--- config.mk ---
export PLATFORM = sky130hd
export DESIGN_NAME = move_scheduler_flat
export DESIGN_NICKNAME = d
export VERILOG_FILES = /design/src/rtl/tetris_pkg.sv /design/src/rtl/move_scheduler_if.sv /design/src/rtl/gravity_timer.sv /design/src/rtl/move_scheduler.sv /design/src/flat_wrapper.sv
export SDC_FILE = /design/constraint.sdc
export NUM_CORES = 1
export LEC_CHECK = 0
export CELL_PAD_IN_SITES_DETAIL_PLACEMENT = 1
export CELL_PAD_IN_SITES_GLOBAL_PLACEMENT = 1
export CORE_ASPECT_RATIO = 1.25
export CORE_MARGIN = 8
export CORE_UTILIZATION = 40
export CTS_BUF_LIST = sky130_fd_sc_hd__clkbuf_8
export DETAILED_ROUTE_END_ITERATION = 6
export PLACE_DENSITY_LB_ADDON = 0.1
export SYNTH_ARGS = -nofsm -noshare
export SYNTH_HDL_FRONTEND = slang
export SYNTH_SLANG_ARGS = --single-unit
--- constraint.sdc ---
create_clock -name CLOCK_50 -period 2.4 [get_ports CLOCK_50]
set_clock_uncertainty 0.1 [all_clocks]
set_input_delay 0.48 -clock CLOCK_50 [delete_from_list [all_inputs] [get_ports CLOCK_50]]
set_output_delay 0.48 -clock CLOCK_50 [all_outputs]
set_load 0.01 [all_outputs]
--- src/rtl/tetris_pkg.sv ---
// rtl/tetris_pkg.sv - op codes, scheduler states and gravity default for the Tetris move path
package tetris_pkg;

  localparam int GRAVITY_TICKS_DEF = 25_000_000;

  typedef enum logic [1:0] {
    MV_LEFT  = 2'b00,
    MV_RIGHT = 2'b01,
    MV_ROT   = 2'b10,
    MV_DOWN  = 2'b11
  } mv_op_t;

  typedef enum logic [1:0] {
    IDLE      = 2'b00,
    WAIT      = 2'b01,
    LOCK      = 2'b10,
    LOCK_WAIT = 2'b11
  } sched_state_t;

  // Pending vector layout is {down, rot, left, right}; down wins, right loses.
  function automatic mv_op_t pick_op(input logic [3:0] p);
    if (p[3])      return MV_DOWN;
    else if (p[2]) return MV_ROT;
    else if (p[1]) return MV_LEFT;
    else           return MV_RIGHT;
  endfunction

  function automatic logic [3:0] op_mask(input mv_op_t op);
    case (op)
      MV_LEFT:  return 4'b0010;
      MV_RIGHT: return 4'b0001;
      MV_ROT:   return 4'b0100;
      default:  return 4'b1000;
    endcase
  endfunction

endpackage

--- src/rtl/move_scheduler_if.sv ---
// rtl/move_scheduler_if.sv - move req/ack handshake between scheduler and board datapath
interface move_scheduler_if;
  import tetris_pkg::*;

  logic   mv_req;
  mv_op_t mv_op;
  logic   mv_ack;
  logic   mv_ok;
  logic   lock_p;
  logic   spawn_done;

  modport master (
    output mv_req, mv_op, lock_p,
    input  mv_ack, mv_ok, spawn_done
  );

  modport slave (
    input  mv_req, mv_op, lock_p,
    output mv_ack, mv_ok, spawn_done
  );

endinterface

--- src/rtl/gravity_timer.sv ---
// rtl/gravity_timer.sv - gravity step counter with one-cycle tick; SOFT_DROP_EN shortens the period
module gravity_timer #(
  parameter int GRAVITY_TICKS = 16
) (
  input  logic clk,
  input  logic resetn,
  input  logic run,
  input  logic clear,
  input  logic soft_drop,
  output logic tick
);

  localparam int W = $clog2(GRAVITY_TICKS);
  localparam logic [W-1:0] WRAP_NORM = W'(GRAVITY_TICKS - 1);

  logic [W-1:0] cnt;
  logic [W-1:0] wrap_at;

`ifdef SOFT_DROP_EN
  localparam logic [W-1:0] WRAP_SOFT = W'((GRAVITY_TICKS >> 3) - 1);
  assign wrap_at = soft_drop ? WRAP_SOFT : WRAP_NORM;
`else
  logic unused_soft_drop;
  assign unused_soft_drop = soft_drop;
  assign wrap_at = WRAP_NORM;
`endif

  // >= so a counter already past the soft-drop threshold wraps immediately
  assign tick = run && !clear && (cnt >= wrap_at);

  always_ff @(posedge clk or negedge resetn) begin
    if (!resetn) begin
      cnt <= '0;
    end else if (clear) begin
      cnt <= '0;
    end else if (run) begin
      cnt <= tick ? '0 : cnt + W'(1);
    end
  end

endmodule

--- src/rtl/move_scheduler.sv ---
// rtl/move_scheduler.sv - latches move requests, grants by priority, drives datapath handshake; option SOFT_DROP_EN
module move_scheduler
  import tetris_pkg::*;
#(
  parameter int GRAVITY_TICKS = GRAVITY_TICKS_DEF
) (
  input  logic                      CLOCK_50,
  input  logic                      resetn,
  input  logic                      enable,
  input  logic                      left_p,
  input  logic                      right_p,
  input  logic                      rot_p,
  input  logic                      soft_drop,
  move_scheduler_if.master          mv,
  output logic                      busy,
  output logic [3:0]                pend
);

  sched_state_t state, state_n;
  mv_op_t       op_q, op_n;
  logic [3:0]   pend_q, pend_n;
  logic         grav_tick;
  logic         grant;
  logic         keys_ok;
  logic [3:0]   set_v;
  logic [3:0]   clr_v;

  gravity_timer #(
    .GRAVITY_TICKS (GRAVITY_TICKS)
  ) u_gravity (
    .clk       (CLOCK_50),
    .resetn    (resetn),
    .run       (enable && (state != LOCK_WAIT)),
    .clear     (!enable || (state == LOCK)),
    .soft_drop (soft_drop),
    .tick      (grav_tick)
  );

  always_comb begin
    state_n = state;
    op_n    = op_q;
    grant   = 1'b0;
    case (state)
      IDLE: begin
        if (enable && (|pend_q)) begin
          grant   = 1'b1;
          op_n    = pick_op(pend_q);
          state_n = WAIT;
        end
      end
      WAIT: begin
        if (mv.mv_ack) begin
          state_n = ((op_q == MV_DOWN) && !mv.mv_ok) ? LOCK : IDLE;
        end
      end
      LOCK:      state_n = LOCK_WAIT;
      LOCK_WAIT: begin
        if (mv.spawn_done) state_n = IDLE;
      end
      default:   state_n = IDLE;
    endcase
  end

  // Keys are dropped from the lock pulse until the new piece is placed.
  always_comb begin
    keys_ok = (state == IDLE) || (state == WAIT);
    set_v   = {grav_tick, {rot_p, left_p, right_p} & {3{keys_ok}}};
    clr_v   = grant ? op_mask(op_n) : 4'b0000;
    if (state == LOCK) clr_v = clr_v | 4'b0111;
    pend_n  = enable ? ((pend_q & ~clr_v) | set_v) : 4'b0000;
  end

  always_ff @(posedge CLOCK_50 or negedge resetn) begin
    if (!resetn) begin
      state  <= IDLE;
      op_q   <= MV_LEFT;
      pend_q <= 4'b0000;
    end else begin
      state  <= state_n;
      op_q   <= op_n;
      pend_q <= pend_n;
    end
  end

  assign mv.mv_req = (state == WAIT);
  assign mv.mv_op  = op_q;
  assign mv.lock_p = (state == LOCK);
  assign busy      = (state != IDLE);
  assign pend      = pend_q;

endmodule
--- src/flat_wrapper.sv ---
// flat-port wrapper written by rule: the top's interface ports become plain ports
module move_scheduler_flat import tetris_pkg::*;
#(
  parameter int GRAVITY_TICKS = GRAVITY_TICKS_DEF
)
  (CLOCK_50, resetn, enable, left_p, right_p, rot_p, soft_drop, busy, pend, mv_mv_req, mv_mv_op, mv_lock_p, mv_mv_ack, mv_mv_ok, mv_spawn_done);
  move_scheduler_if mv_i ();
  input  logic CLOCK_50;
  input  logic resetn;
  input  logic enable;
  input  logic left_p;
  input  logic right_p;
  input  logic rot_p;
  input  logic soft_drop;
  output logic busy;
  output logic [3:0] pend;
  output wire logic [$bits(mv_i.mv_req)-1:0] mv_mv_req;
  output wire logic [$bits(mv_i.mv_op)-1:0] mv_mv_op;
  output wire logic [$bits(mv_i.lock_p)-1:0] mv_lock_p;
  input wire logic [$bits(mv_i.mv_ack)-1:0] mv_mv_ack;
  input wire logic [$bits(mv_i.mv_ok)-1:0] mv_mv_ok;
  input wire logic [$bits(mv_i.spawn_done)-1:0] mv_spawn_done;
  assign mv_mv_req = mv_i.mv_req;
  assign mv_mv_op = mv_i.mv_op;
  assign mv_lock_p = mv_i.lock_p;
  assign mv_i.mv_ack = mv_mv_ack;
  assign mv_i.mv_ok = mv_mv_ok;
  assign mv_i.spawn_done = mv_spawn_done;
  move_scheduler #(.GRAVITY_TICKS(GRAVITY_TICKS)) u_core (.CLOCK_50(CLOCK_50), .resetn(resetn), .enable(enable), .left_p(left_p), .right_p(right_p), .rot_p(rot_p), .soft_drop(soft_drop), .mv(mv_i), .busy(busy), .pend(pend));
endmodule
* Word level (Yosys, flattened, before mapping)
Index checks and enable logic that the tools add are counted. Widths: inputs -> output; s select.
Storage, ports and cells: register bits after elaboration 33, output and inout bits 9
Operators by class: add/subtract/negate cells 1, magnitude comparators 1, equal/unequal tests 10, multiplexer cells 19, bitwise operators 4, reductions and logical operators 16
Operators with widths (count):
- $mux 25 | 3
- $add 25x1->25 const B | 1
- $ge 25x25->1 const B | 1
- $mux 2 | 8
- $pmux 4 s3 | 1
- $eq 2x2->1 const B | 4
- $mux 4 | 2
- $pmux 2 s4 | 1
- $logic_and 1x1->1 | 5
- $and 4x4->4 | 1
- $eq 2x1->1 const B | 2
- $logic_not 2->1 | 2
- $ne 2x1->1 const B | 2
- $ne 2x2->1 const B | 2
- $not 4->4 | 1
- $or 4x4->4 | 1
- $reduce_bool 2->1 | 2
- $reduce_or 4->1 | 1
- $and 3x3->3 | 1
- $logic_not 1->1 | 3
- $mux 1 | 3
- $mux 3 | 1
- $reduce_and 3->1 | 1
- $logic_or 1x1->1 | 2

* Logic depth before layout (Yosys ltp)
depth after elaboration 13, mapped depth 8, gate-level depth less buffers 7

* Hierarchy
From an unflattened synthesis, not the netlist that was laid out.
Second synthesis, totals: cells, all modules 214, area total of the unflattened synthesis 1953.1 um^2
Modules (own cells, without submodules):
- gravity_timer | instances 1, cells an instance 170, area each 1512.7 um^2
- move_scheduler | instances 1, cells an instance 44, area each 440.4 um^2

* Worst setup path after synthesis
No wires, ideal clock.
path type register -> register, start reg u_core.u_gravity.cnt[0], end reg u_core.u_gravity.cnt[19], library setup time 0.068 ns, arrival time 2.149 ns, slack 0.083 ns, cell stages (with the launch flop) 9, buffers on the path 1, cells stage by stage dfrtp_1 -> ha_1 -> and3_4 -> nand3_2 -> a311oi_2 -> or4_4 -> buf_6 -> or3_1 -> nand3_1
Between the ends: cells in the longest elaborated chain, start to end 5, elaborated cells between the ends (all ways) 6, classes of those cells 1 x add/sub; 1 x order compare; 3 x mux; 1 x reduce/logical
Ends and longest elaborated chain:
- start: declaration | line gravity_timer.sv:16 | logic [W-1:0] cnt;
- start signal: assignment | line gravity_timer.sv:37 | cnt <= tick ? '0 : cnt + W'(1);
- $ge 25x25->1 | line gravity_timer.sv:29 | assign tick = run && !clear && (cnt >= wrap_at);
- $logic_and 1x1->1 | line gravity_timer.sv:29
- $mux 25 * | line gravity_timer.sv:37
- $mux 25 * | line gravity_timer.sv:36 | end else if (run) begin
- $mux 25 * | line gravity_timer.sv:34 | end else if (clear) begin
Mark *: on every way between the ends. The rest lies on a longest branch, timed or not. The select of a mux whose other input is x is not followed. A chain may end at the register's enable or synchronous reset.

* Worst setup path after layout
start reg u_core.u_gravity.cnt[15], end reg u_core.u_gravity.cnt[11]
Between the ends: cells in the longest elaborated chain, start to end 5
Ends and longest elaborated chain (line):
- $ge 25x25->1 | gravity_timer.sv:29
- $logic_and 1x1->1 | gravity_timer.sv:29
- $mux 25 | gravity_timer.sv:37
- $mux 25 | gravity_timer.sv:36
- $mux 25 | gravity_timer.sv:34
No other way between the ends. The select of a mux whose other input is x is not followed.

==> impl_metrics.py <==
metrics = {
    "status": {
        "status": "finished, final reports clean",
    },
    "logic_synthesis": {
        "synth_edf_count": 0,
        "yosysTopAreaCellShare": 0.4391,
        "synth.area.top_cells": "dfrtp_1, o21ai_0, a31oi_1",
        "ys_ff_latch": 33,
        "synthCells": 212,
        "synth_area_per_cell_um2": 8.871,
        "synth.most_common_cell": "dfrtp_1",
        "synth_nets": 223,
        "ys_types": 46,
        "async_flop_share": 1.000,
        "synth_area_um2": 1881,
        "yosys.area.top_type": "dfrtp_1",
        "synthFlopType": "dfrtp_1",
        "ys_warn_count": 0,
        "seq_area_frac_synth": 0.4391,
        "synth_common_cells": "dfrtp_1, o21ai_0, nand2_1",
    },
    "cells_and_area": {
        "fin_util": 0.5722,
        "nets": 290,
        "final_cells": 340,
        "syn2layout_area_growth_pct": 40.72,
        "stdcell_area_um2": 2646,
        "drive_above_1_share": 0.2821,
        "antenna_cells": 0,
    },
    "cts": {
        "cts_tree": "yes",
        "clk_pin_slew_ns": 0.07,
        "cts_buffers": 5,
        "clock_path_buffers": 2,
        "clock_sinks": 33,
        "cts_root_buffer": "clkbuf_8",
        "cts.htree.levels": 2,
        "clk-insertion-delay-late_ns": 0.29,
    },
    "sta": {
        "worst_slack_ns": 0.05644,
        "finalSetupTns_ns": 0,
        "hold_viol": 0,
        "slew_viol_final": 0,
        "period_needed_ns": 2.344,
        "maxSlewHeadroom": 0.7023,
        "period_share": 0.9765,
        "finalSetupViolCount": 0,
        "fin_hold_ws_ns": 0.4078,
        "fmax_ghz": 0.4267,
        "tightest_slew_ns": 0.4466,
    },
    "global_route": {
        "antenna_found_initial": 0,
        "grt_util_met2": 0.3322,
        "grt_max_degree": 34,
        "use_met3": 0.03973,
        "grt_use_total": 0.1724,
        "grt_pass1_wl_mm": 9.998,
        "grt.busiest_layer": "met2",
        "grt_pass1_vias": 2077,
        "grt_overflow": 0,
        "gr-usage-met1": 0.1773,
    },
    "floorplanning": {
        "rows": 28,
        "die_y_um": 92.66,
        "design.die.area_um2": 7165,
        "start_util": 0.4067,
        "core-area_um2": 4624,
        "die_w_um": 77.33,
        "pin_count": 19,
    },
    "place": {
        "postPlaceCellArea_um2": 2401,
        "portBuffers": 17,
        "gp_congestion": 0.8054,
        "dp_hpwl_mm": 4.172,
        "place_worst_setup_slack_ns": -0.4528,
        "dp.cells": 323,
    },
    "power_and_ir_drop": {
        "irDropWorstVdd_mv": 0.4449,
        "cellLeakagePower_nw": 1.272,
        "powerDensity_nw_per_um2": 689.7,
        "finalPower_mw": 1.825,
    },
    "drt": {
        "totalWireLength_mm": 6.305,
        "drt_iter0_drc": 63,
        "dr_total_vias": 1966,
        "firstDrtPassIters": 4,
        "wl_per_cell_um": 18.54,
        "ant_nets": 0,
        "drc": 0,
        "avgViaCountPerCell": 5.782,
    },
    "setup_path": {
        "end_kind": "register",
        "r2r_slack_ns": 0.06,
        "cp_max_fo": 10,
        "arrival_ns": 2.42,
        "start_kind": "register",
        "crit_required_ns": 2.47,
        "rr_startpoint": "u_core.u_gravity.cnt[15]",
        "r2r_cells": 7,
        "crit_type": "reg2reg",
        "r2r-end": "u_core.u_gravity.cnt[11]",
    },
    "worst_hold_path": {
        "worstHoldStart": "u_core.mv.mv_op[1]",
        "holdPathStages": 2,
        "hold_path_class": "reg2reg",
        "hold_end": "u_core.mv.mv_op[1]",
    },
    "run": {
        "maxCapViolations": 0,
    },
}
## layout make-up
class | instances | area (µm²)
flip-flops and latches | 33 | 825.8
clock buffers | 7 | 96.34
fillers | 586 | 1978
clock inverters | 1 | 5.005
inverters | 5 | 18.77
repair buffers | 69 | 564.3
well taps | 60 | 75.07
multi-input cells | 165 | 1061
## placed cells by master, fill, tap and decap left out, types with 6 or more instances in the layout
cell type and n:
buf_4 51, dfrtp_1 33, o21ai_0 19, nand2_1 17, clkdlybuf4s50_1 17, nor2_1 12, a31oi_1 12, nand3_1 11
a21oi_1 10, and3_1 8, a21o_1 7, clkbuf_8 7, nor3_1 6
## cells by family after synthesis
family	Yosys count	synth area share
adder cells (fa/ha/maj)	1	0.006652
flip-flops	33	0.4391
AND/OR/NAND/NOR	97	0.2927
multiplexers	1	0.005323
buffers and inverters	15	0.03925
AO/OA/AOI/OAI	65	0.2169
## state kept, by name (all words and copies together) (netlist names), named ones only
| signal | flops |
|---|---|
| u_core.u_gravity.cnt | 25 |
| u_core.pend | 4 |
| u_core.mv.mv_op | 2 |
| u_core.state | 1 |
## report_power, final
group	switching (mW)	internal, mW
Sequential	0.0500	0.615
Combinational	0.347	0.337
Clock	0.216	0.259
## worst max path at each step
stage / to / slack [ns] / from / cells past startpoint
after global routing: u_core.u_gravity.cnt[3] / -0.01 / u_core.u_gravity.cnt[1] / 9
after floorplan: u_core.u_gravity.cnt[19] / 0.08 / u_core.u_gravity.cnt[0] / 8
after CTS: u_core.u_gravity.cnt[11] / 0.003 / u_core.u_gravity.cnt[0] / 9
after global placement: u_core.u_gravity.cnt[13] / -0.37 / u_core.u_gravity.cnt[0] / 8
after detailed placement: u_core.u_gravity.cnt[13] / -0.45 / u_core.u_gravity.cnt[0] / 8
final: u_core.u_gravity.cnt[11] / 0.06 / u_core.u_gravity.cnt[15] / 7
## worst max-delay path, cell delays in order (launching register included)
cell,delay [ns]
dfrtp_1,0.43
or4_4,0.57
a311oi_4,0.31
buf_4,0.18
nor4_4,0.04
buf_6,0.15
and3_1,0.17
a211o_1,0.27
## repair_timing
action	4_1_cts	5_1_grt
pin swaps	2	8
setup endpoints to repair	23	19
cloned	1	0
setup buffers	2	6
resized for setup	7	11
hold buffers	0	0
## layer usage
metal  share of wire  routed length [µm]
met5               0                   0
met4          0.0097                  61
met3           0.039                 243
met2            0.55                3453
met1            0.40                2546
Note: power is estimated with default switching activity, not from simulation.
